$ cat config.mk
export PLATFORM = sky130hd
export DESIGN_NAME = reg_wb_arbiter
export DESIGN_NICKNAME = d
export VERILOG_FILES = /design/src/rtl/reg_wb_arbiter.sv
export SDC_FILE = /design/constraint.sdc
export NUM_CORES = 1
export LEC_CHECK = 0
export CORE_MARGIN = 5
export CORE_UTILIZATION = 39
export CTS_BUF_LIST = sky130_fd_sc_hd__clkbuf_8
export CTS_CLUSTER_SIZE = 25
export DETAILED_ROUTE_END_ITERATION = 8
export PLACE_DENSITY = 0.83
export SYNTH_ARGS = -nofsm -noshare
export SYNTH_HDL_FRONTEND = slang
export SYNTH_SLANG_ARGS = --single-unit
$ cat constraint.sdc
create_clock -name clk -period 2 [get_ports clk]
set_clock_uncertainty 0.2 [all_clocks]
set_input_delay 0.2 -clock clk [delete_from_list [all_inputs] [get_ports clk]]
set_output_delay 0.2 -clock clk [all_outputs]
set_load 0.05 [all_outputs]
$ cat src/rtl/reg_wb_arbiter.sv
// reg_wb_arbiter: round-robin ALU/load write-back arbiter with a register scoreboard.
// Defining WB_BYPASS_EN lets a source matching the live write port bypass instead of stall.
module reg_wb_arbiter (
  input  logic        clk,
  input  logic        rst,
  input  logic        alu_valid,
  input  logic [3:0]  alu_rd,
  input  logic [31:0] alu_data,
  output logic        alu_ready,
  input  logic        mem_valid,
  input  logic [3:0]  mem_rd,
  input  logic [31:0] mem_data,
  output logic        mem_ready,
  input  logic        iss_en,
  input  logic [3:0]  iss_rd,
  input  logic [3:0]  chk_rs,
  input  logic [3:0]  chk_rt,
  output logic        stall,
  output logic        wb_en,
  output logic [3:0]  wb_rd,
  output logic [31:0] wb_data,
  output logic        byp_rs,
  output logic        byp_rt,
  output logic        err
);

  // last_mem_r=1 means the load unit won the previous grant.
  logic        last_mem_r;
  logic [15:0] pending_r;
  logic        wb_en_r;
  logic [3:0]  wb_rd_r;
  logic [31:0] wb_data_r;
  logic        err_r;

  logic        alu_gnt_s;
  logic        mem_gnt_s;
  logic [3:0]  gnt_rd_s;
  logic [31:0] gnt_data_s;
  logic        rs_fwd_s;
  logic        rt_fwd_s;
  logic        rs_hit_s;
  logic        rt_hit_s;
  logic        iss_hit_s;
  logic        stall_s;
  logic        iss_set_s;
  logic [15:0] clr_mask_s;
  logic [15:0] set_mask_s;
  logic [15:0] pend_nxt_s;
  logic        err_nxt_s;

  // Round-robin grant; nothing is granted while reset is held.
  always_comb begin
    alu_gnt_s = 1'b0;
    mem_gnt_s = 1'b0;
    if (!rst) begin
      alu_gnt_s = 1'b0;
      mem_gnt_s = 1'b0;
    end else if (alu_valid && mem_valid) begin
      alu_gnt_s = last_mem_r;
      mem_gnt_s = ~last_mem_r;
    end else begin
      alu_gnt_s = alu_valid;
      mem_gnt_s = mem_valid;
    end
  end

  // Select the granted requester's destination and value for the write port.
  always_comb begin
    gnt_rd_s   = alu_rd;
    gnt_data_s = alu_data;
    if (mem_gnt_s) begin
      gnt_rd_s   = mem_rd;
      gnt_data_s = mem_data;
    end else begin
      gnt_rd_s   = alu_rd;
      gnt_data_s = alu_data;
    end
  end

`ifdef WB_BYPASS_EN
  assign rs_fwd_s = wb_en_r & (chk_rs == wb_rd_r);
  assign rt_fwd_s = wb_en_r & (chk_rt == wb_rd_r);
`else
  assign rs_fwd_s = 1'b0;
  assign rt_fwd_s = 1'b0;
`endif

  // Hazard detection: a pending source holds decode unless it is being forwarded.
  always_comb begin
    rs_hit_s  = pending_r[chk_rs] & ~rs_fwd_s;
    rt_hit_s  = pending_r[chk_rt] & ~rt_fwd_s;
    iss_hit_s = iss_en & pending_r[iss_rd];
    if (rst) begin
      stall_s = rs_hit_s | rt_hit_s | iss_hit_s;
    end else begin
      stall_s = 1'b0;
    end
  end

  // Set is applied after clear so a same-edge set of the same register wins.
  assign iss_set_s  = iss_en & ~stall_s & (iss_rd != 4'd0);
  assign clr_mask_s = wb_en_r   ? (16'd1 << wb_rd_r) : 16'd0;
  assign set_mask_s = iss_set_s ? (16'd1 << iss_rd)  : 16'd0;
  assign pend_nxt_s = ((pending_r & ~clr_mask_s) | set_mask_s) & 16'hFFFE;
  assign err_nxt_s  = err_r | (wb_en_r & ~pending_r[wb_rd_r]);

  // Write-port register and round-robin history; R0 grants are consumed silently.
  always_ff @(posedge clk) begin
    if (!rst) begin
      last_mem_r <= 1'b1;
      wb_en_r    <= 1'b0;
      wb_rd_r    <= 4'd0;
      wb_data_r  <= 32'd0;
    end else if (alu_gnt_s || mem_gnt_s) begin
      last_mem_r <= mem_gnt_s;
      wb_en_r    <= (gnt_rd_s != 4'd0);
      wb_rd_r    <= gnt_rd_s;
      wb_data_r  <= gnt_data_s;
    end else begin
      wb_en_r    <= 1'b0;
    end
  end

  // Scoreboard and sticky unreserved-write flag.
  always_ff @(posedge clk) begin
    if (!rst) begin
      pending_r <= 16'd0;
      err_r     <= 1'b0;
    end else begin
      pending_r <= pend_nxt_s;
      err_r     <= err_nxt_s;
    end
  end

  assign alu_ready = alu_gnt_s;
  assign mem_ready = mem_gnt_s;
  assign stall     = stall_s;
  assign byp_rs    = rst & rs_fwd_s;
  assign byp_rt    = rst & rt_fwd_s;
  assign wb_en     = wb_en_r;
  assign wb_rd     = wb_rd_r;
  assign wb_data   = wb_data_r;
  assign err       = err_r;

endmodule
==> impl.org, run 1 <==
** Status
- Run status :: complete, but fails checks
- The checks that failed: negative setup slack.

** Global routing
- All-layer global routing usage :: 0.218
- The initial antenna violation count was 0.
- Total global routing overflow :: 0
- Global-route wire length before repair :: around 16000 microns
- Largest net degree at the start of global routing :: 43
- The number of global-route vias before repair came to ~3.2k.

** Route
- The first detailed-routing pass took 5 iterations.
- Number of DRC violations after detailed-routing iteration 0 :: roughly 210
- Drt drc :: 0
- Final Routed Wirelength :: ~10000 microns
- Number of nets with antenna violations after routing :: 0
- Drt via density :: about 5.6
- Post-DR wirelength/cell :: ~18 microns
- Total via count after detailed routing :: 3151

** Yosys
- Area of the mapped netlist :: 0.00290 sq mm
- Of all flip-flops after synthesis, the portion carrying an async set or reset was 0.
- Number of enable flip-flop cells after synthesis :: 0
- Share of the synthesized area in the top cell type :: 0.373
- Top-count cell post-synth :: dfxtp_1
- In the post-synthesis netlist, the biggest area contributors are dfxtp_1 (37%), a21boi_0 (8.3%), a22oi_1 (8.3%), nand2_1 (6.1%), mux2i_1 (5.9%).
- Post-synthesis sequential element count :: 54
- The cell count after synthesis came out at ~300.
- The commonest cells after synthesis are dfxtp_1 (54), nand2_1 (47), a21boi_0 (32), a22oi_1 (32), clkbuf_1 (21).
- Library cell with the largest summed area after synthesis :: dfxtp_1
- Main flop type after synthesis :: dfxtp_1
- Average footprint of a synthesized cell :: between 9 and 10 sq um
- Number of warning messages in the yosys log :: 0
- Counting distinct cell types in the post-synthesis netlist gives 43.
- Proportion of synthesized chip area in sequential cells :: 0.373

** Setup path
- Along the worst path, the maximum fanout reaches 6.
- Required time reported for the critical path endpoint :: roughly 1600 ps
- Startpoint of the worst register-to-register path :: pending_r[6]
- Slowest CP cell :: clkdlybuf4s50_1
- Worst setup slack for register-to-register paths :: -340 ps
- Data arrival at the endpoint of the critical path :: roughly 2100 ps
- The worst setup path is launched from a primary input.
- Measured in cells, the most critical reg-to-reg path has a length of 7.
- The signal on the critical path passes through clkdlybuf4s50_1 -> buf_6 -> mux2i_4 -> nor4b_1 -> or3_1 -> o31a_4 -> buf_8.
- Endpoint type of the worst setup path :: output port
- End of the worst register-to-register path :: pending_r[5]
- Largest stage delay, worst path :: around 470 ps
- The setup path with the least slack is of type primary input to output port.

** Finish
- Layout cells sized above 1 :: 0.233
- Filler Cell Count :: around 570
- Antenna diode count :: 0
- In the final layout, the multi-input gates occupy roughly 0.0019 sq mm.
- Sequential cell area :: 0.00109 sq mm
- Final #Nets :: 551
- Synthesis-to-finish area growth :: 69.4%
- The finished layout holds approximately 560 standard cells, fillers aside.

** Placed design
- The number of placed instances, taps included, is roughly 550.
- Detailed placement ended at an HPWL of 7850 microns.
- Routability-driven placement finished with a final weighted congestion of approximately 0.86.
- Setup Slack @ Placement :: -733 ps
- In this run the tool buffered the top-level ports with 129 buffer cells.

** Power and ir drop
- Of the total power, the share spent switching nets is 0.323.
- Combinational power share :: 0.333
- Final Total Pwr :: between 0.002 and 0.003 W
- Summed over all cells, the static leakage comes to around 1.9 nW.
- Across the VDD grid, the largest voltage drop is between 300 and 400 uV.
- Pwr per Cell Area :: 550 mW/mm^2
- Cell internal power was estimated by the tool at between 0.0015 and 0.002 W.
- The share of total power dissipated in the clock network is 0.226.
- Net switching power :: just under 0.0009 W
- Sequential power share :: 0.441

** Hold path
- The worst hold path passes through 3 cells.
- Endpoint of the worst hold path :: last_mem_r
- The path class of the tightest hold or removal check is primary input to register.
- In this run the most critical hold path is launched from rst.

** Timing
- Worst hold slack :: ~120 ps
- Setup slack on the critical path of the routed design comes to -507 ps.
- The worst pin sits at a relative slew slack of 0.457.
- For the pin with the worst max-slew slack, the measured transition is 811 ps.
- Final number of setup-violating endpoints :: 16
- Derived from the worst setup path, the maximum achievable clock frequency is 399 MHz.
- The final-report max-slew violation count came to 0.
- Post-route fraction of the period consumed by the critical path :: 1.25
- Setup repair after global routing could not meet its margin everywhere.
- Number of hold-slack violations in the final timing report :: 0
- Subtracting the final worst setup slack from the clock period gives about 2500 ps.

** Die
- The die is 96.2 microns tall.
- The initial utilization of the core area, before any placement, comes to 0.400.
- Placement Rows :: 31
- The floorplan step defined a core boundary enclosing 0.00725 sq mm.
- The die covers about 0.009 sq mm.
- Die width :: 96.2 microns
- For this design the top-level I/O count stands at between 100 and 150.

** Clock network
- Clk root buf :: clkbuf_8
- Later-pin clock latency in the skew report :: 300 ps
- H-tree levels :: 2
- Buffers inserted during clock tree synthesis total 5.
- TritonCTS built the clock tree.
- Largest buffer count on any clock path :: 2
- The clock drives between 50 and 60 sinks.
- Clock-pin slew was measured on the worst setup and hold paths at 90 ps.

** Run
- MaxCap Viol Count :: 0
==> per-layer routing <==
layer	GRT usage	up-vias	wire, microns
met5	0	-	0
met1	0.236	1465	3630
met4	0.0889	0	428
li1	-	1484	-
met2	0.378	173	5100
met3	0.0868	29	1200
==> layout by cell type, fill, tap and decap left out, types with 4 or more instances in the layout <==
master	netlist	layout
a21boi_0	32	32
o31ai_4	0	6
buf_6	1	4
dlygate4sd2_1	0	4
buf_12	0	4
nand2_1	47	47
o211ai_1	13	13
mux2_2	5	5
mux2i_1	17	16
clkdlybuf4s50_1	0	114
o211a_1	4	4
a22oi_1	32	32
dfxtp_1	54	48
dfxtp_2	0	5
clkbuf_8	0	6
nand3_1	5	5
o41ai_2	2	6
o21ai_0	4	4
inv_1	3	4
nand3b_1	5	5
mux4_2	7	7
nand2b_1	6	5
buf_4	2	44
==> cells by family after synthesis <==
family                 Yosys count  synth area share
multiplexers                    29             0.132
other                            1           0.00129
AO/OA/AOI/OAI                  115             0.317
flip-flops                      54             0.373
buffers and inverters           30            0.0449
AND/OR/NAND/NOR                 78             0.131
==> metrics by stage <==
stage,util,cell area (sq um),TNS (ps)
6_report,0.677,4910,-4730
3_5_place_dp,0.626,4540,-10470
3_3_place_gp,0.626,4540,-9240
2_1_floorplan,-,2950,-106
5_1_grt,0.677,4910,-5340
4_1_cts,0.657,4760,-4080
==> how the worst max path moves through the flow <==
stage / start / cells past startpoint / endpoint
CTS: pending_r[6] / 6 / stall
global placement: chk_rt[0] / 7 / stall
floorplan: pending_r[7] / 5 / stall
detailed placement: chk_rt[0] / 7 / pending_r[13]
finish: chk_rt[2] / 7 / stall
global route: chk_rs[2] / 6 / stall
==> sequential cells by signal, indices dropped and copies added, names as in the netlist <==
register,flops
err,1
last_mem_r,1
wb_rd,4
wb_en,1
pending_r,15
wb_data,32
==> critical path: cells and delay by family <==
family                 cells  cell delay [ps]
buffers and inverters      3              770
AOI/OAI and AO/OA          1              350
muxes                      1              260
and+or+nand+nor            2              520
==> layout make-up <==
| cell class | instances | area share |
|---|---|---|
| Multi-Input combinational cell | 224 | 0.389 |
| Timing Repair Buffer | 173 | 0.342 |
| Sequential cell | 54 | 0.222 |
| Tap cell | 99 | 0.0252 |
| Clock buffer | 6 | 0.0168 |
| Inverter | 4 | 0.00306 |
| Clock inverter | 2 | 0.00178 |
==> power by group through the flow <==
stage / Clock (W) / Sequential [W] / Combinational, W
global route: 0.000682 / 0.00120 / 0.000951
floorplan: 0 / 0.00139 / 0.000263
global placement: 0 / 0.00121 / 0.000829
finish: 0.000611 / 0.00119 / 0.000899
detailed placement: 0 / 0.00121 / 0.000841
CTS: 0.000629 / 0.00119 / 0.000870
==> repair_timing <==
action / CTS / global route
endpoints found under the setup margin: 16 / 16
cloned: 1 / 0
hold buffers: 0 / 0
pin swaps: 5 / 3
buffers inserted: 6 / 3
gates resized for setup: 18 / 20
(Power assumes the default switching activity.)
==> run 2: changes to the inputs <==
--- a/config.mk
+++ b/config.mk
@@ -14,3 +14,4 @@
 export SYNTH_ARGS = -nofsm -noshare
 export SYNTH_HDL_FRONTEND = slang
 export SYNTH_SLANG_ARGS = --single-unit
+export TNS_END_PERCENT = 1
==> impl.org, run 2 (synthesized netlist as in run 1, its figures left out) <==
** Route
- The iteration-0 DRC count of the detailed router is 141 (-34%).
- The number of vias in the routed layout was 3105 (-1.5%).
- The count of TritonRoute iterations in the first routing pass came to 4 (-1).
- The DRC violations left is 0 (unchanged).
- Number of nets with antenna violations after routing :: 0 (unchanged)
- Post-DR wirelength/cell :: 17.8 microns (-3.5%)
- Drt via density :: 5.57 (-0.58%)
- Final Routed Wirelength :: 9910 microns (-4.3%)

** Finish
- The layout net count is 546 (-0.91%).
- The number of fill cells in the layout is 603 (+5.1%).
- Antenna diode count :: 0 (unchanged)
- Leaving out fill and tap cells, the most frequent cells in the layout are clkdlybuf4s50_1 (115), dfxtp_1 (50), nand2_1 (47).
- The area growth from synthesis to layout is 63.8%.
- Fin area :: 0.00475 sq mm (-3.3%)
- Number of flip-flops in the largest register :: 32 (unchanged)
- The library cell used most frequently in the layout, excluding fill and tap cells, is clkdlybuf4s50_1.
- Layout cells sized above 1 :: 0.210 (-0.0237)
- Sequential cell area :: 0.00109 sq mm (-0.23%)
- Area occupied by multi-input gates :: 0.00181 sq mm (-5.2%)
- Number of cells in the finished layout apart from fillers :: 557 (-0.89%)

** Global routing
- The initial antenna violation count is 0 (unchanged).
- The largest net degree at the start of global routing came to 33 (-23%).
- The wire length of the first global-routing pass is 15500 microns (+0.17%).
- Total global routing overflow :: 0 (unchanged)
- All-layer global routing usage :: 0.215 (-0.00296)
- The number of global-route vias before repair came to 3254 (+2.4%).

** Setup path
- The worst path arrival time was 2100 ps (about the same).
- Critical Path Start Type :: register
- Required time reported for the critical path endpoint :: 1600 ps (about the same)
- The worst setup path is of the register to output port kind.
- STA classifies the critical path endpoint as an output port.
- The worst-path maximum fanout came to 4 (-2).

** Clock network
- The TritonCTS buffer count was 5 (unchanged).
- The hold buffer count at CTS was 0 (unchanged).
- The clock transition at the registers of the reported paths is 90 ps (about the same).
- Largest buffer count on any clock path :: 2 (unchanged)
- Clk root buf :: clkbuf_8
- TritonCTS built the clock tree.
- Clock sinks :: 54 (unchanged)
- H-tree levels :: 2 (unchanged)
- Later-pin clock latency in the skew report :: 300 ps (about the same)

** Placed design
- The last weighted congestion value of the routability-driven placer is 0.960 (+12%).
- Area post-placement :: 0.00454 sq mm (about the same)
- Half-perimeter wire length after placement :: 7750 microns (-1.3%)
- The cell count after placement came to 546 (unchanged).
- The count of port buffers added during placement was 129 (unchanged).

** Die
- The starting utilization of the core area came to 0.400 (unchanged).
- Die width :: 96.2 microns (unchanged)
- Full die area :: 0.00926 sq mm (unchanged)
- The placement row count came to 31 (unchanged).
- The count of pins on the block boundary is 132 (unchanged).
- Core Box Area :: 0.00725 sq mm (unchanged)
- The vertical extent of the die is 96.2 microns (unchanged).

** Timing
- The worst hold slack after final layout came to 104 ps (-15.4 ps).
- Tightest Pin Transition :: 554 ps (-258 ps)
- The ratio of final minimum period to clock period is 1.25 (-0.00423).
- The minimum setup slack in the final design was -499 ps (+8.46 ps).
- The final-report max-slew violation count came to 0 (unchanged).
- Fmax achieved :: 400 MHz (+0.34%)
- Number of hold-slack violations in the final timing report :: 0 (unchanged)
- Normalized max-slew margin :: 0.626 (+0.169)
- Post-layout minimum cycle time :: 2500 ps (-8.46 ps)
- Setup repair after global routing could not meet its margin everywhere.
- Final number of setup-violating endpoints :: 16 (unchanged)

** Status
- The final reports fail on negative setup slack.
- Run status :: complete, but fails checks

** Power and ir drop
- Final Total Pwr :: 0.00264 W (-2.2%)
- The leakage power was 1.83 nW (-2.7%).
- Pwr per Cell Area :: 557 mW/mm^2 (+1.2%)
- The maximum vdd drop was 401 uV (+17%).

** Hold path
- The worst hold path belongs to the class primary input to register.

** Run
- MaxCap Viol Count :: 0 (unchanged)
-- run 2: cell count changes in the layout (fill, tap and decap cells not counted), sizes merged --
cell | previous run | this run
clkinv | 2 | 3
clkbuf | 6 | 5
buf | 55 | 49
clkdlybuf4s50 | 114 | 115
-- run 2: path summary, 6_finish.rpt --
check                     from           end  slack (ps)  cells past startpoint
setup reg to reg  pending_r[3]  pending_r[7]        -270                      7
hold / removal             rst   wb_data[22]         100                      2
setup / recovery  pending_r[3]         stall        -500                      6
hold reg to reg    wb_data[16]   wb_data[16]         270                      2
-- run 2: power breakdown --
group,switching (W),internal (W)
Combinational,0.000472,0.000403
Clock,0.000344,0.000239
Sequential,0.0000477,0.00114
Total,0.000864,0.00178
-- run 2: stage by stage --
| stage | utilization | worst slack [ps] | TNS (ps) |
|---|---|---|---|
| 3_3_place_gp | 0.626 | -699 | -9310 |
| 4_1_cts | 0.647 | -479 | -3130 |
| 5_1_grt | 0.655 | -550 | -4830 |
| 2_1_floorplan | - | -92.5 | -515 |
| 6_report | 0.655 | -499 | -3640 |
| 3_5_place_dp | 0.626 | -749 | -10460 |
-- run 2: area by class of cell --
| cell class | count | area share |
|---|---|---|
| inverters | 4 | 0.00316 |
| clock inverters | 3 | 0.00290 |
| repair buffers | 168 | 0.342 |
| multi-input cells | 224 | 0.382 |
| well taps | 99 | 0.0261 |
| clock buffers | 5 | 0.0145 |
| flip-flops and latches | 54 | 0.229 |
-- run 2: critical path, stage by stage, from the launching register on --
cell and delay [ps]:
dfxtp_2 360, mux2_2 260, a221o_1 300, a311oi_2 330
nand2_1 110, o31a_4 290, buf_8 150
-- run 2: timing repair --
item,in CTS,in global routing
pin swaps,2,0
buffers inserted,3,0
gates resized for setup,14,9
setup endpoints to repair,16,16
-- run 2: routing by layer --
layer / global-route usage / vias up / routed length (microns)
met3: 0.0735 / 24 / 947
li1: - / 1475 / -
met4: 0.0699 / 0 / 204
met1: 0.254 / 1473 / 3910
met2: 0.365 / 133 / 4850
met5: 0 / - / 0
